## src/rtl/calc_pkg.sv

```systemverilog
// rtl/calc_pkg.sv - shared constants, op encoding and FSM states for the calculator sequencer
// Contents: operand/result widths, op_sel encoding, blank digit code,
// sequencer state enum, and one double-dabble nibble-adjust helper.
package calc_pkg;

    localparam int OPND_W = 7;
    localparam int RES_W  = 14;
    localparam int BCD_W  = 16;

    localparam logic [1:0] OP_OFF  = 2'd0;
    localparam logic [1:0] OP_SOMA = 2'd1;
    localparam logic [1:0] OP_SUB  = 2'd2;
    localparam logic [1:0] OP_MULT = 2'd3;

    localparam logic [3:0] BLANK_DIGIT = 4'hF;

    typedef enum logic [1:0] {
        ST_IDLE,
        ST_CALC,
        ST_CONV,
        ST_DONE
    } state_t;

    // Add 3 to every BCD nibble that is 5 or more, ahead of the next shift.
    function automatic logic [BCD_W-1:0] dd_adjust(input logic [BCD_W-1:0] bcd);
        logic [BCD_W-1:0] res;
        res = bcd;
        for (int i = 0; i < BCD_W / 4; i++) begin
            if (bcd[4*i +: 4] >= 4'd5) begin
                res[4*i +: 4] = bcd[4*i +: 4] + 4'd3;
            end
        end
        return res;
    endfunction

endpackage

```

## src/rtl/btn_event.sv

```systemverilog
// rtl/btn_event.sv - two-flop synchronizer plus falling-edge detector for one active-low button
// Ports:
//   clock  in  system clock
//   reset  in  synchronous active-high reset
//   btn_n  in  raw asynchronous active-low button
//   pulse  out one-cycle event per press, no repeat while held
module btn_event (
    input  logic clock,
    input  logic reset,
    input  logic btn_n,
    output logic pulse
);

    logic sync1;
    logic sync2;
    logic prev;

    // Released level is 1, so the chain resets to 1 and a held-at-reset
    // button cannot fake a press.
    always_ff @(posedge clock) begin
        if (reset) begin
            sync1 <= 1'b1;
            sync2 <= 1'b1;
            prev  <= 1'b1;
            pulse <= 1'b0;
        end else begin
            sync1 <= btn_n;
            sync2 <= sync1;
            prev  <= sync2;
            pulse <= prev & ~sync2;
        end
    end

endmodule

```

## src/rtl/calc_sequencer.sv

```systemverilog
// rtl/calc_sequencer.sv - button handling, op select, arithmetic and BCD conversion for the calculator
// Ports:
//   clock, reset                         clock and synchronous active-high reset
//   botao, botaoSOMA, botaoSUB, botaoMULT raw active-low equals / op-select buttons
//   numero0, numero1                     7-bit unsigned operands
//   op_sel                               current op (0 off, 1 soma, 2 sub, 3 mult)
//   busy, result_valid, neg, ovf         status flags
//   milR, cenR, decR, uniR               BCD result digits
module calc_sequencer
    import calc_pkg::*;
#(
    parameter int CONV_ITERS = 14
) (
    input  logic              clock,
    input  logic              reset,
    input  logic              botao,
    input  logic              botaoSOMA,
    input  logic              botaoSUB,
    input  logic              botaoMULT,
    input  logic [OPND_W-1:0] numero0,
    input  logic [OPND_W-1:0] numero1,
    output logic [1:0]        op_sel,
    output logic              busy,
    output logic              result_valid,
    output logic              neg,
    output logic              ovf,
    output logic [3:0]        milR,
    output logic [3:0]        cenR,
    output logic [3:0]        decR,
    output logic [3:0]        uniR
);

    localparam logic [4:0] MULT_LAST = 5'(OPND_W - 1);
    localparam logic [4:0] CONV_LAST = 5'(CONV_ITERS - 1);

    logic ev_eq, ev_soma, ev_sub, ev_mult;

    btn_event u_eq   (.clock(clock), .reset(reset), .btn_n(botao),     .pulse(ev_eq));
    btn_event u_soma (.clock(clock), .reset(reset), .btn_n(botaoSOMA), .pulse(ev_soma));
    btn_event u_sub  (.clock(clock), .reset(reset), .btn_n(botaoSUB),  .pulse(ev_sub));
    btn_event u_mult (.clock(clock), .reset(reset), .btn_n(botaoMULT), .pulse(ev_mult));

    state_t                state, state_next;
    logic [4:0]            cnt;
    logic [1:0]            op_lat;
    logic [RES_W-1:0]      a_sh;      // multiplicand, shifted left each mult step
    logic [OPND_W-1:0]     b_sh;      // multiplier, shifted right each mult step
    logic [RES_W-1:0]      r;
    logic [RES_W-1:0]      r_next;
    logic                  neg_calc;
    logic [BCD_W+RES_W-1:0] dd;       // {bcd, binary} double-dabble shift register
    logic [1:0]            op_new;
    logic                  start;

    assign busy = (state != ST_IDLE);

    // Select is resolved before equals so an equals in the same cycle sees the new op.
    always_comb begin
        op_new = op_sel;
        if (state == ST_IDLE) begin
            if (ev_soma)      op_new = (op_sel == OP_SOMA) ? OP_OFF : OP_SOMA;
            else if (ev_sub)  op_new = (op_sel == OP_SUB)  ? OP_OFF : OP_SUB;
            else if (ev_mult) op_new = (op_sel == OP_MULT) ? OP_OFF : OP_MULT;
        end
        start = (state == ST_IDLE) && ev_eq && (op_new != OP_OFF);
    end

    always_ff @(posedge clock) begin
        if (reset) state <= ST_IDLE;
        else       state <= state_next;
    end

    always_comb begin
        state_next = state;
        unique case (state)
            ST_IDLE: if (start) state_next = ST_CALC;
            ST_CALC: if (op_lat != OP_MULT || cnt == MULT_LAST) state_next = ST_CONV;
            ST_CONV: if (cnt == CONV_LAST) state_next = ST_DONE;
            ST_DONE: state_next = ST_IDLE;
            default: state_next = ST_IDLE;
        endcase
    end

    always_comb begin
        r_next = r;
        if (state == ST_CALC) begin
            case (op_lat)
                OP_SOMA: r_next = {7'd0, a_sh[OPND_W-1:0]} + {7'd0, b_sh};
                OP_SUB:  r_next = (a_sh[OPND_W-1:0] >= b_sh)
                                ? {7'd0, a_sh[OPND_W-1:0] - b_sh}
                                : {7'd0, b_sh - a_sh[OPND_W-1:0]};
                OP_MULT: r_next = r + (b_sh[0] ? a_sh : '0);
                default: r_next = r;
            endcase
        end
    end

    always_ff @(posedge clock) begin
        if (reset) begin
            op_sel       <= OP_OFF;
            result_valid <= 1'b0;
            neg          <= 1'b0;
            ovf          <= 1'b0;
            milR         <= 4'd0;
            cenR         <= 4'd0;
            decR         <= 4'd0;
            uniR         <= 4'd0;
            cnt          <= '0;
            op_lat       <= OP_OFF;
            a_sh         <= '0;
            b_sh         <= '0;
            r            <= '0;
            neg_calc     <= 1'b0;
            dd           <= '0;
        end else begin
            op_sel <= op_new;
            if (op_new != op_sel) result_valid <= 1'b0;
            case (state)
                ST_IDLE: begin
                    if (start) begin
                        op_lat       <= op_new;
                        a_sh         <= {7'd0, numero0};
                        b_sh         <= numero1;
                        r            <= '0;
                        cnt          <= '0;
                        neg_calc     <= 1'b0;
                        result_valid <= 1'b0;
                        neg          <= 1'b0;
                        ovf          <= 1'b0;
                    end
                end
                ST_CALC: begin
                    r <= r_next;
                    if (op_lat == OP_SUB && a_sh[OPND_W-1:0] < b_sh) neg_calc <= 1'b1;
                    if (state_next == ST_CONV) begin
                        cnt <= '0;
                        dd  <= {{BCD_W{1'b0}}, r_next};
                    end else begin
                        cnt  <= cnt + 5'd1;
                        a_sh <= a_sh << 1;
                        b_sh <= b_sh >> 1;
                    end
                end
                ST_CONV: begin
                    dd  <= {dd_adjust(dd[BCD_W+RES_W-1:RES_W]), dd[RES_W-1:0]} << 1;
                    cnt <= cnt + 5'd1;
                end
                ST_DONE: begin
                    result_valid <= 1'b1;
                    neg          <= neg_calc;
                    if (r > RES_W'(9999)) begin
                        ovf  <= 1'b1;
                        milR <= BLANK_DIGIT;
                        cenR <= BLANK_DIGIT;
                        decR <= BLANK_DIGIT;
                        uniR <= BLANK_DIGIT;
                    end else begin
                        milR <= dd[RES_W+15:RES_W+12];
                        cenR <= dd[RES_W+11:RES_W+8];
                        decR <= dd[RES_W+7:RES_W+4];
                        uniR <= dd[RES_W+3:RES_W];
                    end
                end
                default: ;
            endcase
        end
    end

endmodule
```

## config.mk

```make
export PLATFORM = sky130hd
export DESIGN_NAME = calc_sequencer
export DESIGN_NICKNAME = d
export VERILOG_FILES = /design/src/rtl/calc_pkg.sv /design/src/rtl/btn_event.sv /design/src/rtl/calc_sequencer.sv
export SDC_FILE = /design/constraint.sdc
export NUM_CORES = 1
export LEC_CHECK = 0
export BUFFER_PORTS_ARGS = -buffer_cell sky130_fd_sc_hd__clkbuf_2
export CAP_MARGIN = 5
export CORE_MARGIN = 2
export CORE_UTILIZATION = 60
export DETAILED_ROUTE_END_ITERATION = 8
export PLACE_DENSITY = 0.76
export SYNTH_ARGS = -nofsm -noshare
export SYNTH_HDL_FRONTEND = slang
export SYNTH_SLANG_ARGS = --single-unit
```

## constraint.sdc

```tcl
create_clock -name clock -period 3.8 [get_ports clock]
set_clock_uncertainty 0.2 [all_clocks]
set_input_delay 0.95 -clock clock [delete_from_list [all_inputs] [get_ports clock]]
set_output_delay 0.95 -clock clock [all_outputs]
set_load 0.03 [all_outputs]
```

# Word-level counts from Yosys, hierarchy flattened
# Cells that the tools add are included.
# classes
bitwise	8
mul	0
n_shift	0
eq_ne	19
reduce_logical	19
muxes	44
add_sub_neg	9
div_mod_pow	0
n_lt_le_gt_ge	7
# op_table
op	n
one-hot mux 30 bit (2 select lines)	1
2-to-1 mux 14 bit	4
one-hot mux 14 bit (2 select lines)	2
one-hot mux 14 bit (3 select lines)	1
2-to-1 mux 30 bit	1
2-to-1 mux 4 bit	7
2-to-1 mux 7 bit	3
2-to-1 mux 2 bit	9
>= comparator 4 x 3 -> 1 bit (second input constant)	4
one-hot mux 5 bit (3 select lines)	1
adder 14 bit	1
== test 2 bit (second input constant)	7
> comparator 14 bit (second input constant)	1
one-hot mux 7 bit (2 select lines)	1
subtractor 7 bit	2
adder 4 x 2 -> 4 bit (second input constant)	3
2-to-1 mux 5 bit	2
AND reduction 2 bit	5
nonzero test 2 bit	5
AND reduction 3 bit	3
adder 7 x 7 -> 8 bit	1
!= test 2 bit (second input constant)	4
one-hot mux 1 bit (2 select lines)	4
one-hot mux 2 bit (4 select lines)	1
17 further kinds	33
# word_totals
output_inout_bits	22
mem_count	0
mem_bits_ro	0
ramBits	0
latch_bits	0
in_bits	20
reg_bits	112
elab_cells	138

# Logic depth before layout (Yosys ltp)
# Gate-level depths: netlist of the first run.
# depth
word_depth	13
depth_mapped	12
depth_no_buf	12

# Modules after synthesis
# From an unflattened synthesis of the first run, not the netlist that was laid out.
# unflattened
cells_unflattened	780
hier_area_um2	6727.7
# modules_own_cells
module	seq_area_each_um2	cells_each	instances	area_each_um2
calc_sequencer	1921.8	748	1	6302.3
btn_event	80.1	8	4	106.4

# Least setup slack after synthesis of the first run
# Ideal clock, no wire load.
# synth_path
path_type	register to register
startpoint	register a_sh[4]
endpoint	register dd[5]
n_path_buf	1
t_required_ps	3474
setup_slack_ps	661
period_less_slack_ps	3139
arrival_time_ps	2813
setup_ps	126
path_stages_with_launch	12
path_cell_list	dfxtp_1 inv_1 ha_1 buf_2 a211oi_2 nor2_1 nor3_4 mux2_4 o21ai_1 mux2_4 a2111oi_4 o21ai_1
# synth_between
elab_chain_len	5
elab_cells_between_ends	10
cone_classes	add/sub: 4; order compare: 1; mux: 5
# synth_rtl
item	line_no	source
start, declared	calc_sequencer.sv:46	logic [RES_W-1:0] a_sh;
start signal, assigned	calc_sequencer.sv:122	a_sh <= {7'd0, numero0};
start signal, assigned	calc_sequencer.sv:140	a_sh <= a_sh << 1;
2-to-1 mux 14 bit (tied with other cells)	calc_sequencer.sv:92	OP_MULT: r_next = r + (b_sh[0] ? a_sh : '0);
adder 14 bit / 2-to-1 mux 7 bit (equally long branches)	calc_sequencer.sv:92, calc_sequencer.sv:90	
one-hot mux 14 bit (3 select lines) *	calc_sequencer.sv:87	case (op_lat)
2-to-1 mux 30 bit *	calc_sequencer.sv:135	if (state_next == ST_CONV) begin
one-hot mux 30 bit (2 select lines) *	calc_sequencer.sv:118	case (state)
end signal, assigned	calc_sequencer.sv:137	dd <= {{BCD_W{1'b0}}, r_next};
end signal, assigned	calc_sequencer.sv:145	dd <= {dd_adjust(dd[BCD_W+RES_W-1:RES_W]), dd[RES_W-1:0]} << 1;
end, declared	calc_sequencer.sv:51	logic [BCD_W+RES_W-1:0] dd;
# Every way passes the cells marked *; elsewhere a longest branch is shown, timed or not. The select of a mux whose other input is x is not followed.
# A chain may end at the register's enable or synchronous reset.

# Final worst setup path of the first run
# layout_path
startpoint	register a_sh[5]
endpoint	register dd[5]
# The elaborated chain is that of the path after synthesis.

==> summary.md, run 1 <==
| Metric | Value |
|---|---|
| Outcome | finished, final reports clean |
| CTS Buffer Depth | 2 |
| Placed cell area | 0.006895 sq mm |
| Crit-path max FO | 9 |
| Core box area | 0.01079 sq mm |
| Reg2reg setup slack | 380 ps |
| Vias per cell | 6.049 |
| Worst path slowest cell | ha_1 |
| Crit end category | register |
| CTS Sinks | 112 |
| Clk slew on worst S/H paths | 110 ps |
| Min Tclk post-route | 3423 ps |
| Most common cell after layout, fill and taps aside | dfxtp_1 |
| DR iter-0 viols | 397 |
| Post-Syn Instances | 780 |
| Post-Syn Area | 0.006604 sq mm |
| Worst path cell trace | inv_1 -> ha_1 -> o21ai_1 -> nor2_1 -> nor3_4 -> buf_4 -> mux2i_1 -> o21ai_1 -> mux2_4 -> a2111oi_4 -> o21ai_1 |
| Most frequent CP cell | o21ai_1 |
| Share of cells above drive strength 1 | 14.99% |
| Post-place setup slack | 407.7 ps |
| Ys flop type | dfxtp_1 |
| Antenna cells | 0 |
| # IOs | 42 |
| Top cell type's share of synthesized area | 33.95% |
| First-pass GRT wire length | 25.98 mm |
| CTS Buf Count | 9 |
| FFs w/ async S/R, synth | 0% |
| Hold path start | u_sub.prev |
| Most frequent cells in the layout | dfxtp_1, nor2_1, a21oi_1 |
| Chip width | 108.9 um |
| Vert. Die Dim | 108.9 um |
| Final setup viols | 0 |
| Num rows | 38 |
| Max-cap violations | 0 |
| Arrival time at the worst endpoint | 3510 ps |
| Flops & latches, synth | 112 |
| CP startpoint kind | register |
| Final worst slack | 377.2 ps |
| Reg2reg path depth | 11 |
| Post-synth cell types | 76 |
| Top post-synthesis cells by area | dfxtp_1, ha_1, a21oi_1 |
| Largest area contributor in the netlist | dfxtp_1 |
| Fillers | 886 |
| Critical path type | register to register |
| Starting Density | 61.19% |
| Initial antenna violation count | 0 |
| Final Cycle Share | 90.07% |
| WHS Path Cells | 2 |
| Antenna Nets Post-Route | 0 |
| Critical R2R Capture | dd[5] |
| Final Routed Wirelength | 15.92 mm |
| Detailed placement HPWL | 11.66 mm |
| F_max | 292.2 MHz |
| GRT Total Usage | 27.81% |
| Least-Margin Pin Slew | 778.6 ps |
| Die ar. | 0.01186 sq mm |
| Max stage delay on crit path | 440 ps |
| Largest net degree at the start of global routing | 78 |
| CTS tree | done |
| Hold-fix buffers, CTS | 0 |
| Vias | 5728 |
| Post-Layout Inst Area | 0.007094 sq mm |
| Syn avg cell area | 8.466 sq um |
| Placer's final routability congestion estimate | 0.9333 |
| Root buf cell | clkbuf_8 |
| Post-Place Cells | 931 |
| # resized after CTS | 0 |
| Leak | 2.788 nW |
| Pre-Repair DR Iteration Count | 5 |
| Post-CTS Setup Bufs | 0 |
| Area delta synth->final | 7.427% |
| Final hold violation count | 0 |
| Grt ovf | 0 |
| Fin nets | 876 |
| Post-synth EDFFs | 0 |
| Hold endpoint | u_sub.pulse |
| Syn. warnings | 0 |
| Slew Limit Fails | 0 |
| Number of buffers added on ports | 41 |
| Post-synthesis sequential area ratio | 33.95% |
| Number of global-route vias before repair | 5248 |
| Syn_nets | 854 |
| Crit path required time | 3890 ps |
| Clock Latency Late Sink | 390 ps |
| DR DRC count | 0 |
| H-tree depth | 3 |
| Setup TNS | 0 ps |
| Final cell count without fillers | 947 |
| Hold Path Class | register to register |
| WL/cell | 16.81 um |
| Unrepaired setup endpoints after global routing | no |
| Worst vdd ir | 0.4340 mV |
| PwrDens | 538.6 mW/mm^2 |
| RR Startpoint | a_sh[5] |
| Util after Layout | 65.73% |
| Max-Slew Margin vs Limit | 47.90% |
## state kept, by name, summed over array words and instances, names as in the netlist, 2 cells and up
signal / flops
a_sh: 14
b_sh: 7
cenR: 4
cnt: 5
dd: 30
decR: 4
milR: 4
op_lat: 2
op_sel: 2
r: 14
state: 2
uniR: 4
## cell type report
cell class | count | area [sq um] | share of cell area, %
Multi-Input combinational cell | 574 | 3980 | 56.10
Clock buffer | 12 | 165.2 | 2.328
Inverter | 50 | 187.7 | 2.646
Clock inverter | 4 | 33.78 | 0.4762
Timing Repair Buffer | 55 | 310.3 | 4.374
Sequential cell | 112 | 2242 | 31.60
Tap cell | 140 | 175.2 | 2.469
## kinds of logic (layout without fill, tap and decap cells)
logic type	Yosys count	count (layout)	synth area share, %
AND/OR/NAND/NOR	245	245	18.62
AO/OA/AOI/OAI	231	231	24.57
flip-flops	112	112	33.95
buffers and inverters	94	121	5.779
adder cells (fa/ha/maj)	54	54	10.69
XOR/XNOR	25	25	3.316
multiplexers	19	19	3.069
## synthesized netlist by cell type, types with 4 or more instances
| library cell | count |
|---|---|
| o221ai_1 | 4 |
| a211oi_1 | 22 |
| ha_1 | 50 |
| xnor2_1 | 14 |
| nor2b_1 | 5 |
| and2_1 | 8 |
| or2_2 | 15 |
| nand3_1 | 28 |
| nor3_1 | 18 |
| nor2_1 | 71 |
| clkbuf_1 | 34 |
| o31ai_1 | 4 |
| a21oi_1 | 59 |
| or4_1 | 4 |
| a31oi_1 | 4 |
| fa_1 | 4 |
| xor2_1 | 11 |
| mux2i_1 | 15 |
| dfxtp_1 | 112 |
| o2111ai_1 | 4 |
| nand2b_1 | 9 |
| o21ai_1 | 5 |
| nand2_1 | 51 |
| nand4_1 | 9 |
| or3_1 | 8 |
| a21o_1 | 8 |
| a32oi_1 | 5 |
| o221a_2 | 16 |
| buf_2 | 5 |
| a22oi_1 | 15 |
| o21ai_0 | 45 |
| inv_1 | 49 |
## worst max-delay path, delay by kind of cell (launching register included)
kind / cells / cell delay [ps]
buf+inv: 2 / 280
simple gates: 2 / 510
flops: 1 / 420
compound gates: 4 / 880
mux: 2 / 580
fa+ha+maj: 1 / 440
## metrics by stage
stage / power, mW / hold slack, ps
6_report: 3.821 / 209.9
5_1_grt: 4.053 / 237.2
4_1_cts: 3.825 / 213.6
3_5_place_dp: 3.108 / 194.0
3_3_place_gp: 3.051 / 191.8
2_1_floorplan: 2.686 / 189.5
## report_power, final
part | switching [mW] | total (mW) | internal, mW | leakage (nW)
clock network | 0.427 | 0.726 | 0.299 | 0.0996
registers | 0.107 | 1.38 | 1.28 | 0.907
logic | 1.11 | 1.71 | 0.600 | 1.78
## layer usage
metal | track usage, % | up-vias | routed length (um) | share of wire [%]
li1 | - | 2848 | - | -
met1 | 36.19 | 2710 | 7336 | 46
met2 | 46.27 | 143 | 7548 | 47
met3 | 5.140 | 27 | 732 | 4.6
met4 | 9.432 | 0 | 303 | 1.9
met5 | 0 | - | 0 | 0
## worst max-delay path by stage
stage / startpoint / to / cells after the start
3_5_place_dp: a_sh[4] / r[5] / 11
2_1_floorplan: a_sh[4] / dd[5] / 11
5_1_grt: a_sh[5] / r[5] / 11
4_1_cts: a_sh[4] / r[5] / 11
6_report: a_sh[5] / dd[5] / 11
3_3_place_gp: a_sh[2] / dd[5] / 11
(Power assumes the default switching activity.)
==> run 2, diff against run 1 <==
Settings changed: PLACE_DENSITY 0.76 to 0.79, RECOVER_POWER set to 25.
==> summary.md, run 2 (same netlist as run 1, synthesis figures left out) <==
| Metric | Value |
|---|---|
| Outcome | finished, violations left |
| Failing checks | capacitance limit, slew limit |
| Crit end category | register |
| Grt ovf | 0 |
| Seq pwr share | 36.0% |
| Starting Density | 61.19% |
| Critical R2R Capture | dd[5] |
| Final setup viols | 0 |
| Hold-fix buffers, CTS | 0 |
| Max-cap violations | 1 |
| Min Tclk post-route | 3408 ps |
| Final Cycle Share | 89.68% |
| Util after Layout | 65.46% |
| Number of global-route vias before repair | 5356 |
| Max stage delay on crit path | 440 ps |
| Area delta synth->final | 6.991% |
| Max-Slew Margin vs Limit | -29.47% |
| Reg2reg setup slack | 390 ps |
| Setup TNS | 0 ps |
| Largest net degree at the start of global routing | 44 |
| PwrDens | 542.3 mW/mm^2 |
| Biggest regs | dd x30, a_sh x14, r x14 |
| WL/cell | 16.41 um |
| RR Startpoint | a_sh[4] |
| Internal power | 2.187 mW |
| Share of cells above drive strength 1 | 12.80% |
| Reg2reg path depth | 11 |
| Critical path type | register to register |
| # resized after CTS | 0 |
| Post-place setup slack | 437.7 ps |
| Worst path cell trace | inv_1 -> ha_1 -> a211oi_2 -> nor2_1 -> nor3_4 -> buf_4 -> mux2i_1 -> o21ai_1 -> mux2_4 -> a2111oi_4 -> o21ai_1 |
| Placer's final routability congestion estimate | 0.9320 |
| Area taken by multi-input logic gates | 0.003980 sq mm |
| Hold slack | 218.7 ps |
| Crit path required time | 3880 ps |
| Final worst slack | 392.2 ps |
| Clk slew on worst S/H paths | 110 ps |
| DR iter-0 viols | 406 |
| Sw Share | 42.94% |
| Final cell count without fillers | 945 |
| F_max | 293.4 MHz |
| CTS Sinks | 112 |
| Clock Latency Late Sink | 390 ps |
| Worst path slowest cell | ha_1 |
| Psw | 1.645 mW |
| Initial antenna violation count | 0 |
| Most common cell after layout, fill and taps aside | dfxtp_1 |
| Pwr Total | 3.832 mW |
| Max reg flops | 30 |
| Arrival time at the worst endpoint | 3490 ps |
| Pre-Repair DR Iteration Count | 5 |
| Antenna Nets Post-Route | 0 |
| Largest Register | dd |
| Post-Layout Inst Area | 0.007066 sq mm |
| Flip-flop and latch area | 0.002242 sq mm |
| Antenna cells | 0 |
| Detailed placement HPWL | 11.44 mm |
| Most frequent CP cell | o21ai_1 |
| Crit-path max FO | 9 |
| Worst vdd ir | 0.3667 mV |
| Vias per cell | 6.093 |
| Core box area | 0.01079 sq mm |
| Number of buffers added on ports | 41 |
| Post-Place Cells | 929 |
| Power share of the clock group | 20.0% |
| Die ar. | 0.01186 sq mm |
| GRT Total Usage | 27.26% |
| First-pass GRT wire length | 25.82 mm |
| Critical Path End | dd[5] |
| Post-CTS Setup Bufs | 0 |
| Num rows | 38 |
| Chip width | 108.9 um |
| Most frequent cells in the layout | dfxtp_1, nor2_1, a21oi_1 |
| CTS Buf Count | 9 |
| DR DRC count | 0 |
| Hold Path Class | register to register |
| # IOs | 42 |
| Vert. Die Dim | 108.9 um |
| H-tree depth | 3 |
| Unrepaired setup endpoints after global routing | no |
| Least-Margin Pin Slew | 1942 ps |
| Slew Limit Fails | 44 |
| CTS Buffer Depth | 2 |
| Fillers | 958 |
| Final Routed Wirelength | 15.51 mm |
| Comb pwr share | 44.0% |
| Final hold violation count | 0 |
| CP startpoint kind | register |
| Leak | 2.725 nW |
| Crit. Startpoint | a_sh[4] |
| Placed cell area | 0.006880 sq mm |
| Vias | 5758 |
| Root buf cell | clkbuf_8 |
| WHS Path Cells | 2 |
| CTS tree | done |
| Fin nets | 874 |
run 2: worst max-delay path: cells and delay by family, from the launching register on:
kind | cells | cell delay, ps
DFF | 1 | 420
and+or+nand+nor | 2 | 500
AOI/OAI and AO/OA | 4 | 870
buffers and inverters | 2 | 290
muxes | 2 | 590
adders and majority gates | 1 | 440
run 2: how the worst min path moves through the flow:
stage	endpoint	slack, ps	from
finish	u_mult.pulse	220	u_mult.prev
global route	u_sub.pulse	230	u_sub.prev
CTS	u_mult.pulse	220	u_mult.prev
detailed placement	u_mult.sync2	200	u_mult.sync1
global placement	u_mult.sync2	190	u_mult.sync1
floorplan	u_eq.sync2	190	u_eq.sync1
run 2: area by class of cell:
cell class | count | area share, %
clock buffer | 9 | 1.753
tap | 140 | 2.479
clock inverter | 7 | 1.186
timing repair buffer | 53 | 3.860
inverter | 50 | 2.656
sequential | 112 | 31.73
multi-input combinational | 574 | 56.33
run 2: metal layers:
layer	global-route usage [%]	wire, um	vias to the layer above
met5	0	0	-
met3	3.945	771	23
met1	35.46	7013	2720
met2	46.50	7404	164
li1	-	-	2851
met4	8.608	320	0
run 2: power by group through the flow:
stage,Combinational (mW),Clock (mW),Sequential (mW)
floorplan,1.26,0,1.42
global placement,1.64,0,1.40
detailed placement,1.67,0,1.41
CTS,1.68,0.775,1.38
global route,1.85,0.819,1.40
finish,1.69,0.767,1.38
